==> src/rtl/branch_predict_fetch_if.sv <==
// Fetch-stage bus: execute-side redirect/training inputs and fetch-side PC/prediction outputs.
interface branch_predict_fetch_if #(
    parameter int ADDR_WIDTH = 12
);
    logic                  stall_f;
    logic                  redirect;
    logic [ADDR_WIDTH-1:0] redirect_pc;
    logic                  upd_valid;
    logic [ADDR_WIDTH-1:0] upd_pc;
    logic                  upd_taken;
    logic [ADDR_WIDTH-1:0] upd_target;
    logic [ADDR_WIDTH-1:0] PC_F;
    logic [ADDR_WIDTH-1:0] PCPlus4_F;
    logic                  pred_taken_F;
    logic [ADDR_WIDTH-1:0] pred_target_F;

    modport master (
        output stall_f, redirect, redirect_pc,
        output upd_valid, upd_pc, upd_taken, upd_target,
        input  PC_F, PCPlus4_F, pred_taken_F, pred_target_F
    );

    modport slave (
        input  stall_f, redirect, redirect_pc,
        input  upd_valid, upd_pc, upd_taken, upd_target,
        output PC_F, PCPlus4_F, pred_taken_F, pred_target_F
    );
endinterface

==> src/rtl/branch_predict_fetch.sv <==
// Fetch PC register with a direct-mapped BTB and 2-bit saturating direction counters.
module branch_predict_fetch #(
    parameter int                    ADDR_WIDTH  = 12,
    parameter int                    BTB_ENTRIES = 8,
    parameter logic [ADDR_WIDTH-1:0] RESET_PC    = '0
) (
    input  logic                  clk,
    input  logic                  reset,
    branch_predict_fetch_if.slave bus
);
    localparam int IDX   = $clog2(BTB_ENTRIES);
    localparam int TAG_W = ADDR_WIDTH - 2 - IDX;

    logic [ADDR_WIDTH-1:0]  pc_q;
    logic [ADDR_WIDTH-1:0]  pc_plus4;
    logic [ADDR_WIDTH-1:0]  pc_next;

    logic [BTB_ENTRIES-1:0] valid_q;
    logic [TAG_W-1:0]       tag_q    [BTB_ENTRIES];
    logic [ADDR_WIDTH-1:0]  target_q [BTB_ENTRIES];
    logic [1:0]             ctr_q    [BTB_ENTRIES];

    logic [IDX-1:0]         lk_idx;
    logic [TAG_W-1:0]       lk_tag;
    logic                   lk_hit;
    logic                   lk_taken;

    logic [IDX-1:0]         up_idx;
    logic [TAG_W-1:0]       up_tag;
    logic                   up_hit;
    logic [1:0]             up_ctr_cur;
    logic [1:0]             up_ctr_nxt;
    logic                   wr_ctr;
    logic                   wr_target;
    logic                   wr_alloc;

    // Lookup: purely combinational from the registered PC.
    assign lk_idx   = pc_q[2 +: IDX];
    assign lk_tag   = pc_q[ADDR_WIDTH-1 -: TAG_W];
    assign lk_hit   = valid_q[lk_idx] && (tag_q[lk_idx] == lk_tag);
    assign lk_taken = lk_hit && ctr_q[lk_idx][1];

    assign pc_plus4 = pc_q + ADDR_WIDTH'(4);

    assign bus.PC_F          = pc_q;
    assign bus.PCPlus4_F     = pc_plus4;
    assign bus.pred_taken_F  = lk_taken;
    assign bus.pred_target_F = lk_taken ? target_q[lk_idx] : pc_plus4;

    always_comb begin
        pc_next = pc_q;
        if (bus.redirect) begin
            pc_next = {bus.redirect_pc[ADDR_WIDTH-1:2], 2'b00};
        end else if (!bus.stall_f) begin
            pc_next = bus.pred_target_F;
        end
    end

    always_ff @(posedge clk) begin
        if (reset) begin
            pc_q <= RESET_PC;
        end else begin
            pc_q <= pc_next;
        end
    end

    // Training decode.
    assign up_idx     = bus.upd_pc[2 +: IDX];
    assign up_tag     = bus.upd_pc[ADDR_WIDTH-1 -: TAG_W];
    assign up_hit     = valid_q[up_idx] && (tag_q[up_idx] == up_tag);
    assign up_ctr_cur = ctr_q[up_idx];

    always_comb begin
        up_ctr_nxt = up_ctr_cur;
        wr_ctr     = 1'b0;
        wr_target  = 1'b0;
        wr_alloc   = 1'b0;
        if (bus.upd_valid) begin
            if (up_hit) begin
                wr_ctr = 1'b1;
                if (bus.upd_taken) begin
                    wr_target  = 1'b1;
                    up_ctr_nxt = (up_ctr_cur == 2'd3) ? 2'd3 : up_ctr_cur + 2'd1;
                end else begin
                    up_ctr_nxt = (up_ctr_cur == 2'd0) ? 2'd0 : up_ctr_cur - 2'd1;
                end
            end else if (bus.upd_taken) begin
                wr_ctr     = 1'b1;
                wr_target  = 1'b1;
                wr_alloc   = 1'b1;
                up_ctr_nxt = 2'd2;
            end
        end
    end

    always_ff @(posedge clk) begin
        if (reset) begin
            valid_q <= '0;
            for (int unsigned i = 0; i < BTB_ENTRIES; i++) begin
                ctr_q[i] <= 2'd0;
            end
        end else begin
            if (wr_alloc) begin
                valid_q[up_idx] <= 1'b1;
            end
            if (wr_ctr) begin
                ctr_q[up_idx] <= up_ctr_nxt;
            end
        end
    end

    // Tag/target storage has no reset; writes are still suppressed while reset is high.
    always_ff @(posedge clk) begin
        if (!reset) begin
            if (wr_alloc) begin
                tag_q[up_idx] <= up_tag;
            end
            if (wr_target) begin
                target_q[up_idx] <= {bus.upd_target[ADDR_WIDTH-1:2], 2'b00};
            end
        end
    end
endmodule

==> src/flat_wrapper.sv <==
// flat-port wrapper written by rule: the top's interface ports become plain ports
module branch_predict_fetch_flat 
#(
    parameter int                    ADDR_WIDTH  = 12,
    parameter int                    BTB_ENTRIES = 8,
    parameter logic [ADDR_WIDTH-1:0] RESET_PC    = '0
)
  (clk, reset, bus_stall_f, bus_redirect, bus_redirect_pc, bus_upd_valid, bus_upd_pc, bus_upd_taken, bus_upd_target, bus_PC_F, bus_PCPlus4_F, bus_pred_taken_F, bus_pred_target_F);
  branch_predict_fetch_if #(.ADDR_WIDTH(ADDR_WIDTH)) bus_i ();
  input  logic clk;
  input  logic reset;
  input wire logic [$bits(bus_i.stall_f)-1:0] bus_stall_f;
  input wire logic [$bits(bus_i.redirect)-1:0] bus_redirect;
  input wire logic [$bits(bus_i.redirect_pc)-1:0] bus_redirect_pc;
  input wire logic [$bits(bus_i.upd_valid)-1:0] bus_upd_valid;
  input wire logic [$bits(bus_i.upd_pc)-1:0] bus_upd_pc;
  input wire logic [$bits(bus_i.upd_taken)-1:0] bus_upd_taken;
  input wire logic [$bits(bus_i.upd_target)-1:0] bus_upd_target;
  output wire logic [$bits(bus_i.PC_F)-1:0] bus_PC_F;
  output wire logic [$bits(bus_i.PCPlus4_F)-1:0] bus_PCPlus4_F;
  output wire logic [$bits(bus_i.pred_taken_F)-1:0] bus_pred_taken_F;
  output wire logic [$bits(bus_i.pred_target_F)-1:0] bus_pred_target_F;
  assign bus_i.stall_f = bus_stall_f;
  assign bus_i.redirect = bus_redirect;
  assign bus_i.redirect_pc = bus_redirect_pc;
  assign bus_i.upd_valid = bus_upd_valid;
  assign bus_i.upd_pc = bus_upd_pc;
  assign bus_i.upd_taken = bus_upd_taken;
  assign bus_i.upd_target = bus_upd_target;
  assign bus_PC_F = bus_i.PC_F;
  assign bus_PCPlus4_F = bus_i.PCPlus4_F;
  assign bus_pred_taken_F = bus_i.pred_taken_F;
  assign bus_pred_target_F = bus_i.pred_target_F;
  branch_predict_fetch #(.ADDR_WIDTH(ADDR_WIDTH), .BTB_ENTRIES(BTB_ENTRIES), .RESET_PC(RESET_PC)) u_core (.clk(clk), .reset(reset), .bus(bus_i));
endmodule
==> config.mk <==
export PLATFORM = sky130hd
export DESIGN_NAME = branch_predict_fetch_flat
export DESIGN_NICKNAME = d
export VERILOG_FILES = /design/src/rtl/branch_predict_fetch_if.sv /design/src/rtl/branch_predict_fetch.sv /design/src/flat_wrapper.sv
export SDC_FILE = /design/constraint.sdc
export NUM_CORES = 1
export LEC_CHECK = 0
export BUFFER_PORTS_ARGS = -buffer_cell sky130_fd_sc_hd__buf_2
export CAP_MARGIN = 20
export CORE_ASPECT_RATIO = 2
export CORE_MARGIN = 5
export CORE_UTILIZATION = 61
export CTS_BUF_LIST = sky130_fd_sc_hd__clkbuf_8
export CTS_CLUSTER_SIZE = 25
export DETAILED_ROUTE_END_ITERATION = 10
export GPL_ROUTABILITY_DRIVEN = 1
export MAX_ROUTING_LAYER = met4
export PLACE_DENSITY = 0.79
export SLEW_MARGIN = 5
export SYNTH_ARGS = -nofsm -noshare
export SYNTH_HDL_FRONTEND = slang
export SYNTH_SLANG_ARGS = --single-unit
==> constraint.sdc <==
create_clock -name clk -period 4.3 [get_ports clk]
set_input_delay 1.075 -clock clk [delete_from_list [all_inputs] [get_ports clk]]
set_output_delay 1.075 -clock clk [all_outputs]
set_load 0.01 [all_outputs]
==> run_results.csv, run 1 <==
group,metric,value,unit
run_status,status,"finished clean",
layout,layout-drive-gt1-share,35.8,%
clock_tree,cts_setup_buffers,0,
min_path,min_path_cells,1,
drt,viasPerCell,6.53,
floorplanning,num_io_pins,79,
global_routing,grt_pass1_wl,29500,um
floorplanning,die_area,15800,um^2
synth,syn_avg_cell_area,15.6,um^2
floorplanning,die_h,173,um
synth,yosysUniqueCellTypes,49,
drt,drt_iter0_drc,400,
floorplanning,rows,59,
sta,post-route-min-period,4.12,ns
synth,synth_top_family_by_area,"multiplexers",
min_path,hold_path.class,"register to register",
global_routing,overflow,0,
clock_tree,htree_levels,4,
sta,fmax,0.243,GHz
drt,dr_total_vias,5026,
setup_path,cp.arrival,3.04,ns
clock_tree,clk_pin_slew,0.09,ns
drt,drc,0,
synth,synth-simple-area-share,7.57,%
sta,fin_skew,0.0135,ns
layout,antennaDiodeCount,0,
setup_path,crit_type,"register to output pin",
synth,synth_edf_count,152,
synth,synth_compound_area_share,6.21,%
synth,synth-xor-area-share,1.62,%
layout,nets,649,
clock_tree,cts-root-buf,"clkbuf_8",
power,ir_worst_vdd,339,uV
synth,synth_fa_ha_area_share,0.402,%
layout,syn_to_final_growth,12.6,%
floorplanning,die-width,91.5,um
synth,synthTopCellsByArea,"edfxtp_1, mux4_2, dfxtp_1, mux2_2, mux2i_1",
power,leakage,3.27,nW
sta,tightest_slew,0.803,ns
clock_tree,cts_buffers,17,
drt,first_pass_iters,5,
setup_path,r2r_slack,1.41,ns
placed_design,pre_cts_ws,0.290,ns
synth,synth_most_common_cell,"edfxtp_1",
synth,yosysTopAreaCellShare,56.3,%
sta,grt_setup_unrepaired,"false",
drt,wl_per_cell,24.7,um
floorplanning,coreArea,13100,um^2
synth,yosysWarnings,0,
global_routing,grt_max_degree,33,
global_routing,antenna_found_initial,0,
clock_tree,cts_tree,"done",
clock_tree,clock_path_buffers,2,
synth,ys_ff_latch,175,
clock_tree,clk_latency,0.44,ns
sta,hold_violations,0,
synth,netlist_instances,520,
synth,syn_nets,563,
synth,synthMuxAreaShare,19.4,%
sta,layout_setup_ws,0.182,ns
placed_design,gp_congestion,0.886,
synth,synth.largest_area_cell,"edfxtp_1",
setup_path,worstReg2RegEnd,"u_core.ctr_q[7][1]$_SDFFCE_PN0P_",
min_path,hp-start,"u_core.valid_q[3]$_SDFFE_PP0P_",
clock_tree,cts.sinks,175,
clock_tree,postCtsHoldBufs,0,
synth,synth_commonest_cells,"edfxtp_1, mux4_2, mux2i_1",
setup_path,required,3.22,ns
placed_design,port_buffers,72,
sta,fin_tns_setup,0,ns
flow_run,maxCapViolations,0,
global_routing,grt_pass1_vias,5419,
setup_path,r2r-start,"u_core.tag_q[7][2]$_DFFE_PP_",
sta,maxSlewViolCount,0,
global_routing,grt_usage,25.7,%
synth,yosysSeqAreaShare,62.0,%
setup_path,endpoint_kind,"output pin",
sta,setup_viol,0,
setup_path,r2r_cells,8,
setup_path,start_kind,"register",
clock_tree,cts_resized,0,
sta,fin_crit_sh,95.8,%
synth,synth_area,8100,um^2
synth,async_flop_share,0,%
floorplanning,start_util,62.0,%
drt,antenna_left,0,
setup_path,worstPathMaxFanout,29,
min_path,min_to,"u_core.valid_q[3]$_SDFFE_PP0P_",
drt,wl,19000,um
sta,slew_headroom,46.1,%
power,p_per_area,372,nW/um^2
placed_design,place_hpwl,13800,um
synth,ys.flop_type,"edfxtp_1",
[logic make-up after synthesis]
kind of cell,count (synthesis)
flip-flops,175
AND/OR/NAND/NOR,109
multiplexers,105
AO/OA/AOI/OAI,71
buffers and inverters,42
XOR/XNOR,15
adder cells (fa/ha/maj),3
[worst max-delay path, cell delays in order (launching register included)]
cell	delay, ns
dfxtp_2	0.36
buf_12	0.22
mux2_2	0.36
o22ai_1	0.20
nor3_1	0.09
nor4b_2	0.33
and4_1	0.27
buf_6	0.20
mux2_2	0.39
buf_2	0.15
[worst max path at each step]
stage / cells past startpoint / slack, ns / to / startpoint
after global placement: 9 / 0.34 / u_core.ctr_q[3][1]$_SDFFCE_PN0P_ / bus_upd_pc[2]
after global routing: 9 / 0.02 / bus_pred_target_F[11] / register
after floorplan: 10 / 0.81 / u_core.tag_q[7][0]$_DFFE_PP_ / bus_upd_pc[4]
final: 9 / 0.18 / bus_pred_target_F[11] / register
after CTS: 9 / 0.04 / bus_pred_target_F[11] / register
after detailed placement: 9 / 0.29 / u_core.ctr_q[7][1]$_SDFFCE_PN0P_ / bus_upd_pc[2]
[registers in the layout, summed over array words and instances, names as in the netlist, named ones only]
signal           flops
u_core.target_q     80
u_core.tag_q        56
u_core.ctr_q        16
u_core.bus.PC_F     12
u_core.valid_q       8
[layout by cell type, fill, tap and decap left out, types with 10 or more instances in the layout]
cell        n
edfxtp_1  152
buf_2      72
mux4_2     36
mux2i_1    32
mux2_2     31
buf_4      27
nand2_1    26
nor2_1     22
dfxtp_1    22
o21ai_0    19
nor3_1     18
clkbuf_8   17
a22o_1     16
nand3_1    10
[where the power goes]
group | internal [mW] | switching [mW]
clock | 0.526 | 0.597
sequential | 1.87 | 0.0290
combinational | 0.167 | 0.197
[layer usage]
layer,global-route usage [%],share of wire [%],vias up
li1,-,-,2225
met1,26.6,33,2502
met2,46.1,57,239
met3,3.96,5.5,60
met4,13.5,5.0,0
met5,-,0,-
[per-stage QoR]
step | std cells | util (%) | cell area, um^2 | hold slack, ns | power, mW
floorplan | 520 | - | 8100 | 0.443 | 2.17
global placement | 739 | 66.6 | 8710 | 0.457 | 2.29
detailed placement | 739 | 66.6 | 8710 | 0.470 | 2.30
CTS | 770 | 69.6 | 9100 | 0.494 | 3.41
global route | 770 | 69.8 | 9120 | 0.516 | 3.52
finish | 770 | 69.8 | 9120 | 0.499 | 3.39
[layout make-up]
cell class | count | area (um^2)
Sequential cell | 175 | 5030
Fill cell | 886 | 3950
Multi-Input combinational cell | 303 | 2870
Timing Repair Buffer | 102 | 614
Clock buffer | 17 | 234
Tap cell | 152 | 190
Clock inverter | 14 | 159
Inverter | 7 | 26.3
Power figures use the tool's default switching activity.
==> run 2, diff against run 1 <==
- CORE_MARGIN: 5 -> 2
==> run 2 against run 1 <==
Compared with the run above: flip-flop and latch count unchanged; hold slack got worse by 0.014 ns; via count increased by 0.78%; count of clock-buffer cells in the layout unchanged; die area decreased by 9.8%; first-iteration DRC count increased by 12%; non-clock buffer count increased by 4; critical path depth unchanged; cell count increased by 0.65%; clock power decreased by 6%; global-route usage increased by 3.0 points; routed wire length increased by 0.35%; critical endpoint is now bus_pred_target_F[6]; highest routed layer unchanged.
==> run_results.csv, run 2 (synthesis results as in run 1) <==
group,metric,value,unit
sta,layout_setup_ws,0.160,ns
sta,tightest_slew,0.827,ns
layout,nets,653,
layout,final_cell_mix,"edfxtp_1, buf_2, mux4_2",
power,p_sw,0.855,mW
placed_design,gp_congestion,0.902,
setup_path,required,3.22,ns
drt,viasPerCell,6.54,
layout,fill_cells,869,
layout,multi_input_area,2860,um^2
sta,fin_crit_sh,96.3,%
power,comb_power_share,10.9,%
drt,first_pass_iters,5,
drt,antenna_left,0,
setup_path,cpPeakStageDelay,0.45,ns
power,leakage,3.26,nW
setup_path,cp.arrival,3.07,ns
drt,wl_per_cell,24.6,um
power,p_int,2.46,mW
global_routing,grt_max_degree,26,
global_routing,grt_pass1_wl,29100,um
clock_tree,clk_latency,0.45,ns
sta,whs,0.485,ns
layout,top_regs,"u_core.target_q: 80 flops, u_core.tag_q: 56 flops, u_core.ctr_q: 16 flops",
setup_path,critical-path-top-delay-family,"multiplexers",
layout,largest_reg_flops,80,
sta,fin_tns_setup,0,ns
clock_tree,cts-root-buf,"clkbuf_8",
setup_path,critical-path-slowest-cell,"dfxtp_4",
drt,drc,0,
setup_path,timing.critical_path.buf_inv,3,
global_routing,antenna_found_initial,0,
clock_tree,clk_pin_slew,0.09,ns
setup_path,r2r_slack,1.35,ns
clock_tree,cts_tree,"done",
layout,final_common_cell,"edfxtp_1",
run_status,status,"finished clean",
min_path,hold_path.class,"register to register",
floorplanning,num_io_pins,79,
setup_path,worstPathMaxFanout,11,
placed_design,place_hpwl,13600,um
setup_path,path_depth,9,
setup_path,endpoint,"bus_pred_target_F[6]",
power,finalPower,3.31,mW
sta,post-route-min-period,4.14,ns
layout,layout-drive-gt1-share,36.0,%
power,p_clk_share,31.6,%
flow_run,maxCapViolations,0,
power,p_per_area,364,nW/um^2
clock_tree,cts.sinks,175,
setup_path,crit_chain,"buf_4, mux2_2, o22ai_1, nor3_1, nor4b_1, and4_1, buf_6, mux2_2, buf_2",
setup_path,endpoint_kind,"output pin",
floorplanning,die_h,167,um
global_routing,overflow,0,
global_routing,grt_usage,28.7,%
sta,maxSlewViolCount,0,
placed_design,pre_cts_ws,0.200,ns
floorplanning,start_util,62.3,%
layout,final-seq-area,5030,um^2
power,p_seq_share,57.5,%
layout,regMostFlops,"u_core.target_q",
layout,syn_to_final_growth,12.3,%
clock_tree,htree_levels,4,
sta,fin_skew,0.0173,ns
setup_path,cp_common_cell,"mux2_2",
floorplanning,die_area,14300,um^2
floorplanning,die-width,85.5,um
sta,setup_viol,0,
sta,hold_violations,0,
global_routing,grt_pass1_vias,5441,
setup_path,r2r-start,"u_core.tag_q[7][4]$_DFFE_PP_",
sta,fmax,0.242,GHz
drt,dr_total_vias,5065,
clock_tree,clock_path_buffers,2,
floorplanning,coreArea,13000,um^2
clock_tree,postCtsHoldBufs,0,
setup_path,worstReg2RegEnd,"u_core.ctr_q[3][1]$_SDFFCE_PN0P_",
clock_tree,cts_buffers,17,
setup_path,start_kind,"register",
layout,antennaDiodeCount,0,
drt,drt_iter0_drc,448,
power,switching_share,25.8,%
floorplanning,rows,59,
sta,grt_setup_unrepaired,"false",
setup_path,r2r_cells,7,
sta,slew_headroom,44.8,%
drt,wl,19100,um
placed_design,port_buffers,72,
power,ir_worst_vdd,363,uV
setup_path,crit_type,"register to output pin",
==> run 2: changes by cell type in the layout (fill, tap and decap cells not counted), sizes merged <==
| cell | delta |
|---|---|
| inv | +2 |
| bufinv | -2 |
| clkinvlp | +2 |
| buf | +4 |
| clkinv | -1 |
==> run 2: worst min path at each step <==
stage	startpoint	endpoint	slack [ns]	depth (start not counted)
detailed placement	u_core.valid_q[7]$_SDFFE_PP0P_	u_core.valid_q[7]$_SDFFE_PP0P_	0.46	1
global placement	u_core.valid_q[6]$_SDFFE_PP0P_	u_core.valid_q[6]$_SDFFE_PP0P_	0.46	1
floorplan	u_core.valid_q[7]$_SDFFE_PP0P_	u_core.valid_q[7]$_SDFFE_PP0P_	0.44	1
finish	u_core.valid_q[7]$_SDFFE_PP0P_	u_core.valid_q[7]$_SDFFE_PP0P_	0.48	1
CTS	u_core.valid_q[7]$_SDFFE_PP0P_	u_core.valid_q[7]$_SDFFE_PP0P_	0.48	1
global route	u_core.valid_q[7]$_SDFFE_PP0P_	u_core.valid_q[7]$_SDFFE_PP0P_	0.52	1
==> run 2: per-stage QoR <==
step           utilization (%)  cells  cell area, um^2
2_1_floorplan                -    520             8100
3_3_place_gp              66.8    739             8680
3_5_place_dp              66.8    739             8680
4_1_cts                   69.9    775             9080
5_1_grt                   70.0    775             9090
6_report                  70.0    775             9090
==> run 2: area by class of cell <==
cell class / count / share of cell area (%)
flip-flops and latches: 175 / 55.3
multi-input cells: 303 / 31.5
repair buffers: 106 / 6.85
clock buffers: 17 / 2.57
well taps: 152 / 2.09
clock inverters: 15 / 1.44
inverters: 7 / 0.289
==> run 2: what timing repair did <==
item                                    4_1_cts  5_1_grt
buffers inserted                              4        0
gates cloned                                  0        0
pin swaps                                     0        0
endpoints found under the setup margin       10       10
gates resized for setup                       1        4
==> run 2: layer usage <==
metal / wire, um / vias to the layer above / track usage (%)
met5: 0 / - / -
met4: 915 / 0 / 14.4
met3: 968 / 64 / 4.36
met2: 10800 / 214 / 51.9
met1: 6340 / 2550 / 29.4
li1: - / 2237 / -
==> run 2: power groups by stage <==
stage	Clock (mW)	Sequential, mW	Combinational (mW)
floorplan	0	1.93	0.243
global placement	0	1.94	0.343
detailed placement	0	1.95	0.351
CTS	1.06	1.90	0.361
global route	1.12	1.91	0.389
finish	1.05	1.91	0.361
==> run 3, diff against run 2 <==
- CELL_PAD_IN_SITES_DETAIL_PLACEMENT: not set -> 1
- CELL_PAD_IN_SITES_GLOBAL_PLACEMENT: not set -> 1
- CORE_UTILIZATION: 61 -> 52
- PLACE_DENSITY: 0.79 -> 0.8
==> run 3 against run 2 <==
Compared with the run above: register-to-register slack better by 0.08 ns; routed wire length is 15% higher; global-route usage is 1.0 points lower; hold slack better by 0.012 ns; clock power is 18% higher; critical path depth is 1 higher; final area is 2.3% higher; largest cell class unchanged.
==> run_results.csv, run 3 (synthesis results as in run 1) <==
group,metric,value,unit
run_status,status,"finished clean",
setup_path,r2r_cells,8,
layout,final_cell_mix,"edfxtp_1, buf_2, buf_4",
global_routing,grt_pass1_vias,5696,
drt,drc,0,
drt,dr_total_vias,5135,
global_routing,gr-usage-met3,3.55,%
layout,largest_reg_flops,80,
sta,grt_setup_unrepaired,"false",
global_routing,met2_usage,52.9,%
min_path,min_to,"u_core.valid_q[2]$_SDFFE_PP0P_",
layout,regMostFlops,"u_core.target_q",
flow_run,maxCapViolations,0,
clock_tree,cts_tree,"done",
setup_path,crit_type,"register to output pin",
global_routing,top_usage_layer,"met2",
min_path,hp-start,"u_core.valid_q[2]$_SDFFE_PP0P_",
setup_path,r2r_slack,1.43,ns
floorplanning,die_area,16700,um^2
drt,drt_iter0_drc,259,
sta,fin_crit_sh,97.7,%
drt,wl,22000,um
floorplanning,start_util,53.0,%
clock_tree,clock_path_buffers,2,
sta,fin_skew,0.0200,ns
sta,tightest_slew,0.863,ns
drt,antenna_left,0,
drt,viasPerCell,6.19,
sta,fin_tns_setup,0,ns
setup_path,r2r-start,"u_core.tag_q[7][2]$_DFFE_PP_",
min_path,min_path_cells,1,
clock_tree,clk_latency,0.46,ns
power,ir_worst_vdd,299,uV
floorplanning,die_h,181,um
layout,syn_to_final_growth,14.9,%
global_routing,grt_pass1_wl,32700,um
floorplanning,coreArea,15300,um^2
placed_design,place_hpwl,15200,um
setup_path,required,3.22,ns
layout,nets,665,
clock_tree,htree_levels,4,
layout,final-seq-area,5030,um^2
floorplanning,rows,64,
clock_tree,clk_pin_slew,0.08,ns
layout,multi_input_area,2870,um^2
global_routing,overflow,0,
clock_tree,postCtsHoldBufs,0,
sta,post-route-min-period,4.20,ns
sta,fmax,0.238,GHz
setup_path,start_kind,"register",
global_routing,grt_max_degree,26,
drt,first_pass_iters,5,
floorplanning,die-width,92.3,um
clock_tree,cts-root-buf,"clkbuf_8",
clock_tree,cts_buffers,17,
min_path,hold_path.class,"register to register",
layout,final_common_cell,"edfxtp_1",
placed_design,gp_congestion,0.863,
clock_tree,cts.sinks,175,
drt,wl_per_cell,26.5,um
placed_design,port_buffers,72,
layout,top_regs,"u_core.target_q: 80 flops, u_core.tag_q: 56 flops, u_core.ctr_q: 16 flops",
sta,maxSlewViolCount,0,
layout,layout-drive-gt1-share,37.2,%
setup_path,cp.arrival,3.12,ns
power,p_per_area,380,nW/um^2
global_routing,grt_usage,27.7,%
global_routing,grtUsageMet1,26.7,%
setup_path,worstReg2RegEnd,"u_core.ctr_q[3][1]$_SDFFCE_PN0P_",
setup_path,endpoint_kind,"output pin",
setup_path,worstPathMaxFanout,15,
layout,fill_cells,1457,
sta,setup_viol,0,
power,leakage,3.34,nW
global_routing,antenna_found_initial,0,
sta,slew_headroom,42.4,%
power,finalPower,3.53,mW
sta,hold_violations,0,
layout,antennaDiodeCount,0,
floorplanning,num_io_pins,79,
run 3: per-layer routing:
metal  vias to the layer above  part of all wire (%)
li1                       2248                     -
met1                      2641                    32
met2                       182                    59
met3                        64                   3.8
met4                         0                   4.2
met5                         -                     0
run 3: power by group:
part           total, mW  leakage (nW)  internal (mW)  switching, mW
sequential          1.91          1.57           1.87         0.0333
combinational      0.389          1.57          0.177          0.212
clock               1.24         0.197          0.630          0.606
total               3.53          3.34           2.68          0.851
run 3: through the flow:
step / utilization, % / cell area (um^2) / worst slack (ns) / std cells / hold slack, ns
6_report: 60.8 / 9310 / 0.100 / 830 / 0.497
3_3_place_gp: 57.4 / 8770 / 0.303 / 788 / 0.465
3_5_place_dp: 57.4 / 8770 / 0.277 / 788 / 0.475
5_1_grt: 60.8 / 9310 / 0.0220 / 830 / 0.532
4_1_cts: 60.1 / 9200 / 0.0289 / 817 / 0.495
2_1_floorplan: - / 8100 / 0.808 / 520 / 0.443
run 3: worst max-delay path by stage:
stage | startpoint | endpoint | slack (ns) | cells after the start
global route | register | bus_pred_target_F[9] | 0.02 | 9
global placement | bus_upd_pc[3] | u_core.ctr_q[3][1]$_SDFFCE_PN0P_ | 0.30 | 9
finish | register | bus_pred_target_F[9] | 0.10 | 10
detailed placement | bus_upd_pc[3] | u_core.ctr_q[1][1]$_SDFFCE_PN0P_ | 0.28 | 9
CTS | register | bus_pred_target_F[9] | 0.03 | 9
floorplan | bus_upd_pc[4] | u_core.tag_q[7][0]$_DFFE_PP_ | 0.81 | 10
run 3: final cells by class:
class / count / area share, %
Inverter: 7 / 0.282
Tap cell: 198 / 2.66
Multi-Input combinational cell: 303 / 30.8
Sequential cell: 175 / 54.0
Clock inverter: 12 / 1.99
Timing Repair Buffer: 118 / 7.72
Clock buffer: 17 / 2.51
run 3: repair_timing:
item | in CTS | in global routing
setup buffers | 0 | 13
resized for setup | 1 | 3
endpoints found under the setup margin | 10 | 10
hold endpoints to repair | 0 | 0
pin swaps | 0 | 0
run 3: worst max-delay path: stages, from the launching register on:
cell,delay [ns]
dfxtp_4,0.44
buf_4,0.23
buf_4,0.16
mux2i_1,0.07
a22o_1,0.25
o21ai_0,0.22
nor4b_2,0.27
and4_2,0.31
buf_12,0.17
mux2_2,0.39
buf_2,0.16
